<file path="src/rtl/blk_sched_pkg.sv">
// -----------------------------------------------------------------------------
// blk_sched_pkg
// Shared types and sizing constants for the operand scheduler of the
// 4-operand compute block.
// -----------------------------------------------------------------------------
package blk_sched_pkg;

    localparam int unsigned N_REQ       = 4;   // requesters == operand slots
    localparam int unsigned IDX_W       = 2;   // slot index width
    localparam int unsigned DATA_W_DEF  = 4;   // default operand/result width
    localparam int unsigned LATENCY_DEF = 2;   // default block compute latency
    localparam int unsigned WCNT_W      = 4;   // latency counter, covers 1..15

    typedef enum logic [1:0] {
        COLLECT = 2'd0,
        WAIT    = 2'd1,
        RESULT  = 2'd2
    } state_e;

endpackage : blk_sched_pkg

</file>
<file path="src/rtl/blk_operand_sched_rr_arb4.sv">
// -----------------------------------------------------------------------------
// rr_arb4
// Combinational 4-way round-robin arbiter. The search starts at ptr and
// proceeds upward with wrap; the first eligible slot wins.
//
// Ports:
//   eligible  in  [3:0]  candidate slots
//   ptr       in  [1:0]  highest-priority slot this cycle
//   gnt_vld   out        a winner exists
//   gnt_idx   out [1:0]  index of the winner (don't-care when !gnt_vld)
// -----------------------------------------------------------------------------
module rr_arb4
    import blk_sched_pkg::*;
(
    input  logic [N_REQ-1:0] eligible,
    input  logic [IDX_W-1:0] ptr,
    output logic             gnt_vld,
    output logic [IDX_W-1:0] gnt_idx
);

    logic [IDX_W-1:0] idx;

    // Walk from lowest to highest priority so the nearest hit to ptr wins last.
    always_comb begin
        gnt_vld = 1'b0;
        gnt_idx = ptr;
        idx     = '0;
        for (int k = N_REQ - 1; k >= 0; k--) begin
            idx = ptr + IDX_W'(k);
            if (eligible[idx]) begin
                gnt_vld = 1'b1;
                gnt_idx = idx;
            end
        end
    end

endmodule : rr_arb4

</file>
<file path="src/rtl/blk_operand_sched.sv">
// -----------------------------------------------------------------------------
// blk_operand_sched
// Sequencing controller for the 4-operand compute block. Requesters load
// operand slots through a round-robin req/ack arbiter; once every slot in
// slot_mask is filled the block is launched, its fixed latency is timed out,
// and the captured result is offered on a valid/ready port.
//
// Optional feature macro: BLKSCHED_COUNT_EN
//   defined   -> done_cnt counts result handshakes (wrapping)
//   undefined -> no counter, done_cnt tied to 0
//
// Ports:
//   clk        in                 clock
//   rst        in                 synchronous reset, active-high
//   req        in  [3:0]          per-requester load request (i -> slot i)
//   req_data   in  [4*DATA_W-1:0] packed operands, slot i at [i*DATA_W +: DATA_W]
//   ack        out [3:0]          one-cycle grant pulse
//   slot_mask  in  [3:0]          slots required for launch
//   opnd       out [4*DATA_W-1:0] operand registers driving block in1..in4
//   blk_res    in  [DATA_W-1:0]   block output
//   res        out [DATA_W-1:0]   captured result
//   res_valid  out                result available
//   res_ready  in                 consumer accepts result
//   busy       out                controller not in COLLECT
//   done_cnt   out [CNT_W-1:0]    completed-result counter
// -----------------------------------------------------------------------------
module blk_operand_sched
    import blk_sched_pkg::*;
#(
    parameter int unsigned DATA_W  = DATA_W_DEF,
    parameter int unsigned LATENCY = LATENCY_DEF,
    parameter int unsigned CNT_W   = 8
) (
    input  logic                    clk,
    input  logic                    rst,
    input  logic [N_REQ-1:0]        req,
    input  logic [N_REQ*DATA_W-1:0] req_data,
    output logic [N_REQ-1:0]        ack,
    input  logic [N_REQ-1:0]        slot_mask,
    output logic [N_REQ*DATA_W-1:0] opnd,
    input  logic [DATA_W-1:0]       blk_res,
    output logic [DATA_W-1:0]       res,
    output logic                    res_valid,
    input  logic                    res_ready,
    output logic                    busy,
    output logic [CNT_W-1:0]        done_cnt
);

    state_e                  state_q, state_d;
    logic [N_REQ-1:0]        filled_q, filled_d;
    logic [N_REQ-1:0]        act_mask_q, act_mask_d;
    logic [IDX_W-1:0]        rr_ptr_q, rr_ptr_d;
    logic [WCNT_W-1:0]       wcnt_q, wcnt_d;
    logic [N_REQ*DATA_W-1:0] opnd_d;
    logic [N_REQ-1:0]        ack_d;
    logic [DATA_W-1:0]       res_d;
    logic                    res_valid_d;
    logic                    busy_d;

    logic [N_REQ-1:0]        eligible_c;
    logic                    gnt_vld_c;
    logic [IDX_W-1:0]        gnt_idx_c;
    logic [N_REQ-1:0]        gnt_oh_c;
    logic                    launch_c;
    logic                    hs_c;

    // Slots already holding an operand are not re-granted.
    assign eligible_c = req & ~filled_q;

    rr_arb4 u_arb (
        .eligible (eligible_c),
        .ptr      (rr_ptr_q),
        .gnt_vld  (gnt_vld_c),
        .gnt_idx  (gnt_idx_c)
    );

    assign gnt_oh_c = gnt_vld_c ? (N_REQ'(1) << gnt_idx_c) : '0;

    // Launch looks at registered filled, so the final ack cycle can launch.
    assign launch_c = (slot_mask != '0) && ((filled_q & slot_mask) == slot_mask);
    assign hs_c     = (state_q == RESULT) && res_valid && res_ready;

    // Next-state and next-output logic.
    always_comb begin
        state_d     = state_q;
        filled_d    = filled_q;
        act_mask_d  = act_mask_q;
        rr_ptr_d    = rr_ptr_q;
        wcnt_d      = wcnt_q;
        opnd_d      = opnd;
        ack_d       = '0;
        res_d       = res;
        res_valid_d = res_valid;

        case (state_q)
            COLLECT: begin
                if (launch_c) begin
                    act_mask_d = slot_mask;
                    wcnt_d     = WCNT_W'(LATENCY);
                    state_d    = WAIT;
                end else if (gnt_vld_c) begin
                    ack_d    = gnt_oh_c;
                    filled_d = filled_q | gnt_oh_c;
                    rr_ptr_d = gnt_idx_c + IDX_W'(1);
                    for (int i = 0; i < N_REQ; i++) begin
                        if (gnt_oh_c[i]) begin
                            opnd_d[i*DATA_W +: DATA_W] = req_data[i*DATA_W +: DATA_W];
                        end
                    end
                end
            end
            WAIT: begin
                // <= guards against a zero count ever wrapping
                if (wcnt_q <= WCNT_W'(1)) begin
                    res_d       = blk_res;
                    res_valid_d = 1'b1;
                    wcnt_d      = '0;
                    state_d     = RESULT;
                end else begin
                    wcnt_d = wcnt_q - WCNT_W'(1);
                end
            end
            RESULT: begin
                if (hs_c) begin
                    res_valid_d = 1'b0;
                    filled_d    = filled_q & ~act_mask_q;
                    state_d     = COLLECT;
                end
            end
            default: begin
                state_d = COLLECT;
            end
        endcase

        busy_d = (state_d != COLLECT);
    end

    // State and output registers.
    always_ff @(posedge clk) begin
        if (rst) begin
            state_q    <= COLLECT;
            filled_q   <= '0;
            act_mask_q <= '0;
            rr_ptr_q   <= '0;
            wcnt_q     <= '0;
            opnd       <= '0;
            ack        <= '0;
            res        <= '0;
            res_valid  <= 1'b0;
            busy       <= 1'b0;
        end else begin
            state_q    <= state_d;
            filled_q   <= filled_d;
            act_mask_q <= act_mask_d;
            rr_ptr_q   <= rr_ptr_d;
            wcnt_q     <= wcnt_d;
            opnd       <= opnd_d;
            ack        <= ack_d;
            res        <= res_d;
            res_valid  <= res_valid_d;
            busy       <= busy_d;
        end
    end

`ifdef BLKSCHED_COUNT_EN
    logic [CNT_W-1:0] done_cnt_q;

    // Completed-result counter, wraps naturally.
    always_ff @(posedge clk) begin
        if (rst) begin
            done_cnt_q <= '0;
        end else if (hs_c) begin
            done_cnt_q <= done_cnt_q + CNT_W'(1);
        end
    end

    assign done_cnt = done_cnt_q;
`else
    assign done_cnt = '0;
`endif

endmodule : blk_operand_sched

</file>
<file path="config.mk">
export PLATFORM = sky130hd
export DESIGN_NAME = blk_operand_sched
export DESIGN_NICKNAME = d
export VERILOG_FILES = /design/src/rtl/blk_sched_pkg.sv /design/src/rtl/blk_operand_sched_rr_arb4.sv /design/src/rtl/blk_operand_sched.sv
export SDC_FILE = /design/constraint.sdc
export NUM_CORES = 1
export LEC_CHECK = 0
export CAP_MARGIN = 20
export CORE_MARGIN = 2
export CORE_UTILIZATION = 50
export DETAILED_ROUTE_END_ITERATION = 7
export PLACE_DENSITY = 0.84
export SLEW_MARGIN = 5
export SYNTH_ARGS = -nofsm -noshare
export SYNTH_HDL_FRONTEND = slang
export SYNTH_HIERARCHICAL = 1
export SYNTH_SLANG_ARGS = --single-unit
</file>
<file path="constraint.sdc">
create_clock -name clk -period 7 [get_ports clk]
set_input_delay 1.75 -clock clk [delete_from_list [all_inputs] [get_ports clk]]
set_output_delay 1.75 -clock clk [all_outputs]
set_load 0.01 [all_outputs]
</file>
==> metrics.log, run 1 <==
INFO  metric status = finished, final reports clean
INFO  metric htree_levels = 2
INFO  metric grt_pass1_wl = 7220 µm
INFO  metric timing.critical_path.mode_cell = sky130_fd_sc_hd__nand2_1
INFO  metric fin_tns_setup = 0 ns
INFO  metric maxSlewViolCount = 0
INFO  metric ant_nets = 0
INFO  metric wire_per_inst = 12.8 µm
INFO  metric io_pins = 65
INFO  metric cts_inserted_buffers = 5
INFO  metric cts_setup_buffers = 0
INFO  metric cts_resized = 0
INFO  metric family_of_cells_with_the_greatest_summed_delay_on_the_critical_path = simple AND/OR/NAND/NOR gates
INFO  metric die-area = 0.00482 mm²
INFO  metric worst_path_max_delay_cell = sky130_fd_sc_hd__or4_1
INFO  metric grt-busiest-layer = met2
INFO  metric warnings_synthesis = 6
INFO  metric synthesis.area_per_instance = 9.43 µm²
INFO  metric worstSetupPathType = in2reg
INFO  metric drt-initial-drc-count = 95
INFO  metric hold_buffer_count_at_cts = 0
INFO  metric critical_path.cell_chain = clkdlybuf4s50_1 > nor2b_1 > and3b_1 > or4_1 > nand2_1 > ha_1 > nand2_1 > a21oi_2 > mux2i_1
INFO  metric row_count = 23
INFO  metric unrepaired_setup_endpoints_after_global_routing = no
INFO  metric critical_path_required = 7.22 ns
INFO  metric firstDrtPassIters = 4
INFO  metric post-route-period-util = 55.9%
INFO  metric ir_worst_vdd = 0.225 mV
INFO  metric cts.path.max_buffers = 2
INFO  metric start_util = 52.8%
INFO  metric globalRouteTotalUtil = 18.3%
INFO  metric slew-limit-headroom = 50.6%
INFO  metric setup_viol_count_final = 0
INFO  metric finalHoldViolations = 0
INFO  metric synth_enable_flop_cells = 0
INFO  metric clockRootBuffer = sky130_fd_sc_hd__clkbuf_8
INFO  metric grt_use_met1 = 24.3%
INFO  metric p_per_area = 318 mW/mm²
INFO  metric synth_xor_xnor_area_share = 0%
INFO  metric complex_gate_fraction_of_the_synthesized_area = 14.7%
INFO  metric cellLeakagePower = 1.05 nW
INFO  metric clk_pin_slew = 0.07 ns
INFO  metric worst-slew-pin-transition = 0.735 ns
INFO  metric async_flop_share = 0%
INFO  metric postSynthCellCount = 227
INFO  metric first_global_vias = 1576
INFO  metric floorplan.core_area = 0.00406 mm²
INFO  metric drc_errors = 0
INFO  metric max_freq = 255 MHz
INFO  metric nNetsFinal = 319
INFO  metric portBuffers = 56
INFO  metric utilization = 69.3%
INFO  metric mostFrequentLayoutCell = sky130_fd_sc_hd__clkdlybuf4s50_1
INFO  metric finalWorstPathRequiredPeriod = 3.92 ns
INFO  metric globalRoute.totalOverflow = 0
INFO  metric dominant_combinational_cell_family_by_area_after_synthesis = simple AND/OR/NAND/NOR gates
INFO  metric route.detailed.vias_per_inst = 5.28
INFO  metric synth.yosys.seq_area_share = 39.3%
INFO  metric finalClockSkew = 0.0108 ns
INFO  metric worstPathBufferInverterCount = 1
INFO  metric num_vias = 1759
INFO  metric cts_tree = built
INFO  metric synth-seq-cells = 42
INFO  metric die_width = 69.4 µm
INFO  metric met2_use_gr = 29.3%
INFO  metric growth_of_design_area_from_synthesis_to_finish = 31.4%
INFO  metric layout_common_cells = 56 x sky130_fd_sc_hd__clkdlybuf4s50_1, 42 x sky130_fd_sc_hd__dfxtp_1, 37 x sky130_fd_sc_hd__nand2b_1, 21 x sky130_fd_sc_hd__mux2i_1
INFO  metric timing.critical_path.to_type = flop
INFO  metric max_cap_viol_count = 0
INFO  metric synth-simple-area-share = 26.2%
INFO  metric wirelength = 4270 µm
INFO  metric grt_start_max_net_pins = 62
INFO  metric cp_slowest_stage_delay = 0.46 ns
INFO  metric synth_cell_types = 48
INFO  metric place_congestion = 0.769
INFO  metric critical_path_arrival = 4.13 ns
INFO  metric clock_sink_count = 42
INFO  metric place_hpwl = 3050 µm
INFO  metric floorplan_die_height = 69.4 µm
INFO  metric synth_fa_ha_area_share = 3.51%
INFO  metric ys_dominant_reg_cell = sky130_fd_sc_hd__dfxtp_1
INFO  metric insertion_delay = 0.29 ns
INFO  metric global_route.usage.met3 = 3.92%
INFO  metric grt_antenna_before_repair = 0
INFO  metric hold_path_class = reg2reg
INFO  metric n_antenna_cell = 0
INFO  metric timing.critical_path.fanout_max = 6
INFO  metric mappedNetlistArea = 0.00214 mm²
INFO  metric drive_gt1_share = 10.2%
INFO  metric post_synthesis_mux_area_share = 10.3%
INFO  metric cp-start-kind = input pin
-- synth_stat cells, types with 2 or more instances --
| master | instances | area share (%) |
|---|---|---|
| sky130_fd_sc_hd__dfxtp_1 | 42 | 39 |
| sky130_fd_sc_hd__nand2_1 | 10 | 1.8 |
| sky130_fd_sc_hd__nor4_1 | 2 | 0.58 |
| sky130_fd_sc_hd__a21oi_1 | 10 | 2.3 |
| sky130_fd_sc_hd__o21ba_2 | 4 | 1.9 |
| sky130_fd_sc_hd__a31oi_1 | 2 | 0.58 |
| sky130_fd_sc_hd__and2b_2 | 2 | 0.82 |
| sky130_fd_sc_hd__nor2_1 | 9 | 1.6 |
| sky130_fd_sc_hd__nand3_1 | 5 | 1.2 |
| sky130_fd_sc_hd__mux2i_1 | 21 | 9.8 |
| sky130_fd_sc_hd__a21oi_2 | 4 | 1.6 |
| sky130_fd_sc_hd__nor3b_1 | 6 | 2.1 |
| sky130_fd_sc_hd__clkbuf_1 | 6 | 1.1 |
| sky130_fd_sc_hd__nand2b_1 | 37 | 11 |
| sky130_fd_sc_hd__nor2b_1 | 6 | 1.8 |
| sky130_fd_sc_hd__nor3_1 | 2 | 0.47 |
| sky130_fd_sc_hd__a21boi_0 | 4 | 1.4 |
| sky130_fd_sc_hd__inv_1 | 7 | 1.2 |
| sky130_fd_sc_hd__ha_1 | 6 | 3.5 |
| sky130_fd_sc_hd__buf_4 | 8 | 2.8 |
| sky130_fd_sc_hd__o21ai_0 | 7 | 1.6 |
-- worst paths after layout --
path                    start  endpoint  slack, ns  depth (start not counted)
setup reg to reg  filled_q[3]  opnd[14]       4.68                          8
hold reg to reg      opnd[11]  opnd[11]       0.47                          2
setup / recovery       req[3]  opnd[14]       3.08                          9
hold / removal       opnd[11]  opnd[11]       0.47                          2
-- per-stage QoR --
step                      worst slack, ns  hold slack [ns]  total power [mW]  area (µm²)  instances
final                                3.08            0.475             0.894        2810        333
after global routing                 2.98            0.498             0.955        2810        333
after CTS                            3.11            0.480             0.900        2810        333
after detailed placement             2.83            0.467             0.705        2700        325
after global placement               2.89            0.458             0.701        2700        325
after floorplan                      3.53            0.451             0.572        2170        234
-- cell type report --
cell class | instances | area, µm²
clock buffer | 5 | 68.8
clock inverter | 3 | 45.0
fill | 322 | 1240
inverter | 7 | 26.3
multi-input combinational | 169 | 1200
sequential | 42 | 841
tap | 50 | 62.6
timing repair buffer | 57 | 568
-- state kept, by name, indices dropped and copies added (netlist names) --
name and flops:
opnd 16, ack 4, act_mask_q 4, filled_q 4
res 4, wcnt_q 4, rr_ptr_q 2, state_q 2
busy 1, res_valid 1
-- worst reg2reg max path, cell delays in order, from the launching register on --
cell	delay, ns
sky130_fd_sc_hd__dfxtp_1	0.34
sky130_fd_sc_hd__nor2b_1	0.30
sky130_fd_sc_hd__and3b_1	0.22
sky130_fd_sc_hd__or4_1	0.46
sky130_fd_sc_hd__nand2_1	0.14
sky130_fd_sc_hd__ha_1	0.19
sky130_fd_sc_hd__nand2_1	0.07
sky130_fd_sc_hd__a21oi_2	0.32
sky130_fd_sc_hd__mux2i_1	0.22
-- metal layers --
layer	up-vias	share of wire, %
met1	822	47
li1	881	-
met5	-	0
met2	51	46
met4	0	1.1
met3	5	6.3
-- where the power goes --
group,switching (mW),internal (mW)
clock,0.0838,0.106
sequential,0.0389,0.298
combinational,0.171,0.195
total,0.294,0.600
-- kinds of logic (layout without fill, tap and decap cells) --
| kind of cell | after synthesis | in the layout |
|---|---|---|
| simple gates | 91 | 91 |
| flops | 42 | 42 |
| other cells | 1 | 8 |
| fa+ha+maj | 6 | 6 |
| buf+inv | 23 | 72 |
| mux | 22 | 22 |
| compound gates | 42 | 42 |
(Power assumes the default switching activity.)
==> run 2, diff against run 1 <==
--- a/config.mk
+++ b/config.mk
@@ -7,9 +7,9 @@
 export LEC_CHECK = 0
 export CAP_MARGIN = 20
 export CORE_MARGIN = 2
-export CORE_UTILIZATION = 50
+export CORE_UTILIZATION = 47
 export DETAILED_ROUTE_END_ITERATION = 7
-export PLACE_DENSITY = 0.84
+export PLACE_DENSITY = 0.8
 export SLEW_MARGIN = 5
 export SYNTH_ARGS = -nofsm -noshare
 export SYNTH_HDL_FRONTEND = slang
==> constraint.sdc (replaced) <==
create_clock -name clk -period 3.8 [get_ports clk]
set_input_delay 0.95 -clock clk [delete_from_list [all_inputs] [get_ports clk]]
set_output_delay 0.95 -clock clk [all_outputs]
set_load 0.01 [all_outputs]
==> metrics.log, run 2 (synthesized netlist as in run 1, its figures left out) <==
INFO  metric globalRoute.totalOverflow = 0 (unchanged)
INFO  metric combinationalPowerShare = 42.9% (+1.9 points)
INFO  metric floorplan.core_area = 0.00438 mm² (+8.0%)
INFO  metric start_util = 48.8% (-3.9 points)
INFO  metric drc_errors = 0 (unchanged)
INFO  metric fin_area = 0.00279 mm² (-0.76%)
INFO  metric fillers = 375 (+16%)
INFO  metric cp-start-kind = input pin
INFO  metric globalRouteTotalUtil = 18.4% (+0.062 points)
INFO  metric finalWorstPathRequiredPeriod = 3.13 ns
INFO  metric die-area = 0.00511 mm² (+6.0%)
INFO  metric growth_of_design_area_from_synthesis_to_finish = 30.4%
INFO  metric largest_register_ff_count = 16 (unchanged)
INFO  metric hold_path_class = reg2reg
INFO  metric critical_path_arrival = 3.35 ns (-0.78 ns)
INFO  metric wirelength = 4320 µm (+1.1%)
INFO  metric fin_tns_setup = 0 ns (unchanged)
INFO  metric route.detailed.vias_per_inst = 5.24 (-0.87%)
INFO  metric worstPathBufferInverterCount = 1 (unchanged)
INFO  metric unrepaired_setup_endpoints_after_global_routing = no
INFO  metric p_per_area = 565 mW/mm² (+78%)
INFO  metric max_freq = 320 MHz
INFO  metric power_report.internal_total = 1.05 mW (+75%)
INFO  metric final_cells = 334 (+0.30%)
INFO  metric seq_area = 841 µm² (unchanged)
INFO  metric num_vias = 1749 (-0.57%)
INFO  metric timing.critical_path.fanout_max = 6 (unchanged)
INFO  metric ir_worst_vdd = 0.356 mV (+58%)
INFO  metric cts_inserted_buffers = 5 (unchanged)
INFO  metric slew-limit-headroom = 50.1% (-0.47 points)
INFO  metric clockRootBuffer = sky130_fd_sc_hd__clkbuf_8
INFO  metric power.clock.fraction = 17.9% (-3.3 points)
INFO  metric htree_levels = 2 (unchanged)
INFO  metric max_cap_viol_count = 0 (unchanged)
INFO  metric layout_common_cells = 56 x sky130_fd_sc_hd__clkdlybuf4s50_1, 42 x sky130_fd_sc_hd__dfxtp_1, 37 x sky130_fd_sc_hd__nand2b_1, 21 x sky130_fd_sc_hd__mux2i_1
INFO  metric nNetsFinal = 320 (+0.31%)
INFO  metric worst_path_max_delay_cell = sky130_fd_sc_hd__or4_1
INFO  metric finalClockSkew = 0.00789 ns (-0.00286 ns)
INFO  metric floorplan_die_height = 71.5 µm (+3.0%)
INFO  metric mostFrequentLayoutCell = sky130_fd_sc_hd__clkdlybuf4s50_1
INFO  metric worst-slew-pin-transition = 0.746 ns (+0.0109 ns)
INFO  metric setup_viol_count_final = 0 (unchanged)
INFO  metric timing.critical_path.to_type = flop
INFO  metric timing.critical_path.mode_cell = sky130_fd_sc_hd__nand2_1
INFO  metric maxSlewViolCount = 0 (unchanged)
INFO  metric hold_buffer_count_at_cts = 0 (unchanged)
INFO  metric portBuffers = 56 (unchanged)
INFO  metric utilization = 63.7% (-5.6 points)
INFO  metric critical_path.cell_chain = clkdlybuf4s50_1 > nor2b_1 > and3b_1 > or4_1 > nand2_1 > ha_1 > nand2_1 > a21oi_2 > mux2i_1
INFO  metric status = finished, final reports clean
INFO  metric power_switching = 0.527 mW (+79%)
INFO  metric io_pins = 65 (unchanged)
INFO  metric drt-initial-drc-count = 78 (-18%)
INFO  metric clock_sink_count = 42 (unchanged)
INFO  metric cts_setup_buffers = 0 (unchanged)
INFO  metric power_switching_share = 33.4% (+0.51 points)
INFO  metric cts_resized = 0 (unchanged)
INFO  metric grt_start_max_net_pins = 27 (-56%)
INFO  metric die_width = 71.5 µm (+3.0%)
INFO  metric place_hpwl = 3230 µm (+5.7%)
INFO  metric power.total = 1.58 mW (+76%)
INFO  metric grt_pass1_wl = 7610 µm (+5.4%)
INFO  metric n_antenna_cell = 0 (unchanged)
INFO  metric cts_tree = built
INFO  metric first_global_vias = 1682 (+6.7%)
INFO  metric ant_nets = 0 (unchanged)
INFO  metric worstSetupPathType = in2reg
INFO  metric post-route-period-util = 82.3%
INFO  metric cellLeakagePower = 1.05 nW (-0.23%)
INFO  metric placed_cells = 328 (+0.92%)
INFO  metric critical_path_required = 4.02 ns (-3.20 ns)
INFO  metric clk_pin_slew = 0.08 ns (about the same)
INFO  metric drive_gt1_share = 9.93% (-0.32 points)
INFO  metric p_seq_share = 39.2% (+1.5 points)
INFO  metric place_congestion = 0.874 (+14%)
INFO  metric family_of_cells_with_the_greatest_summed_delay_on_the_critical_path = simple AND/OR/NAND/NOR gates
INFO  metric finalHoldViolations = 0 (unchanged)
INFO  metric cp_slowest_stage_delay = 0.46 ns (about the same)
INFO  metric cts.path.max_buffers = 2 (unchanged)
INFO  metric row_count = 24 (+4.3%)
INFO  metric detailed_place.area = 0.00271 mm² (+0.37%)
INFO  metric firstDrtPassIters = 4 (unchanged)
INFO  metric multi_input_area = 0.00120 mm² (unchanged)
INFO  metric insertion_delay = 0.29 ns (about the same)
INFO  metric grt_antenna_before_repair = 0 (unchanged)
INFO  metric wire_per_inst = 12.9 µm (+0.84%)
INFO  metric registers.top_by_ff_count = opnd
-- run 2: cell count changes in the layout (fill, tap and decap cells not counted) --
cell and change:
sky130_fd_sc_hd__clkinvlp_4 -2, sky130_fd_sc_hd__buf_4 +1, sky130_fd_sc_hd__bufinv_16 -1, sky130_fd_sc_hd__clkbuf_8 +1
-- run 2: final timing paths --
check                   start       to  slack, ns  cells after the start
setup / recovery       req[3]  opnd[9]       0.67                      9
hold / removal        opnd[5]  opnd[5]       0.47                      2
setup reg to reg  filled_q[3]  opnd[9]       1.46                      8
hold reg to reg       opnd[5]  opnd[5]       0.47                      2
-- run 2: power groups by stage --
stage	Sequential, mW	Combinational (mW)	Clock [mW]
after CTS	0.619	0.683	0.294
final	0.618	0.676	0.283
after global placement	0.629	0.664	0
after detailed placement	0.627	0.678	0
after global routing	0.635	0.749	0.311
after floorplan	0.647	0.406	0
-- run 2: metal layers --
metal	part of all wire (%)	routed length [µm]	GRT usage, %	up-vias
li1	-	-	-	875
met1	45	1930	23.5	811
met2	47	2010	29.9	56
met5	0	0	0	-
met4	1.2	51	6.08	0
met3	7.5	324	5.34	7
-- run 2: cell type report --
class | count | area share [%]
multi-input combinational | 169 | 43.0
sequential | 42 | 30.1
timing repair buffer | 58 | 20.6
clock buffer | 6 | 2.96
tap | 52 | 2.33
inverter | 7 | 0.941
-- run 2: worst min-delay path, delay by kind of cell (launching register included) --
kind	cells	cell delay (ns)
multiplexers	1	0.06
flip-flops	1	0.31
AND/OR/NAND/NOR	1	0.06
-- run 2: per-stage QoR --
| step | hold slack [ns] | worst slack, ns |
|---|---|---|
| after global placement | 0.462 | 0.491 |
| after floorplan | 0.451 | 1.13 |
| after CTS | 0.479 | 0.676 |
| final | 0.473 | 0.671 |
| after global routing | 0.485 | 0.462 |
| after detailed placement | 0.467 | 0.378 |
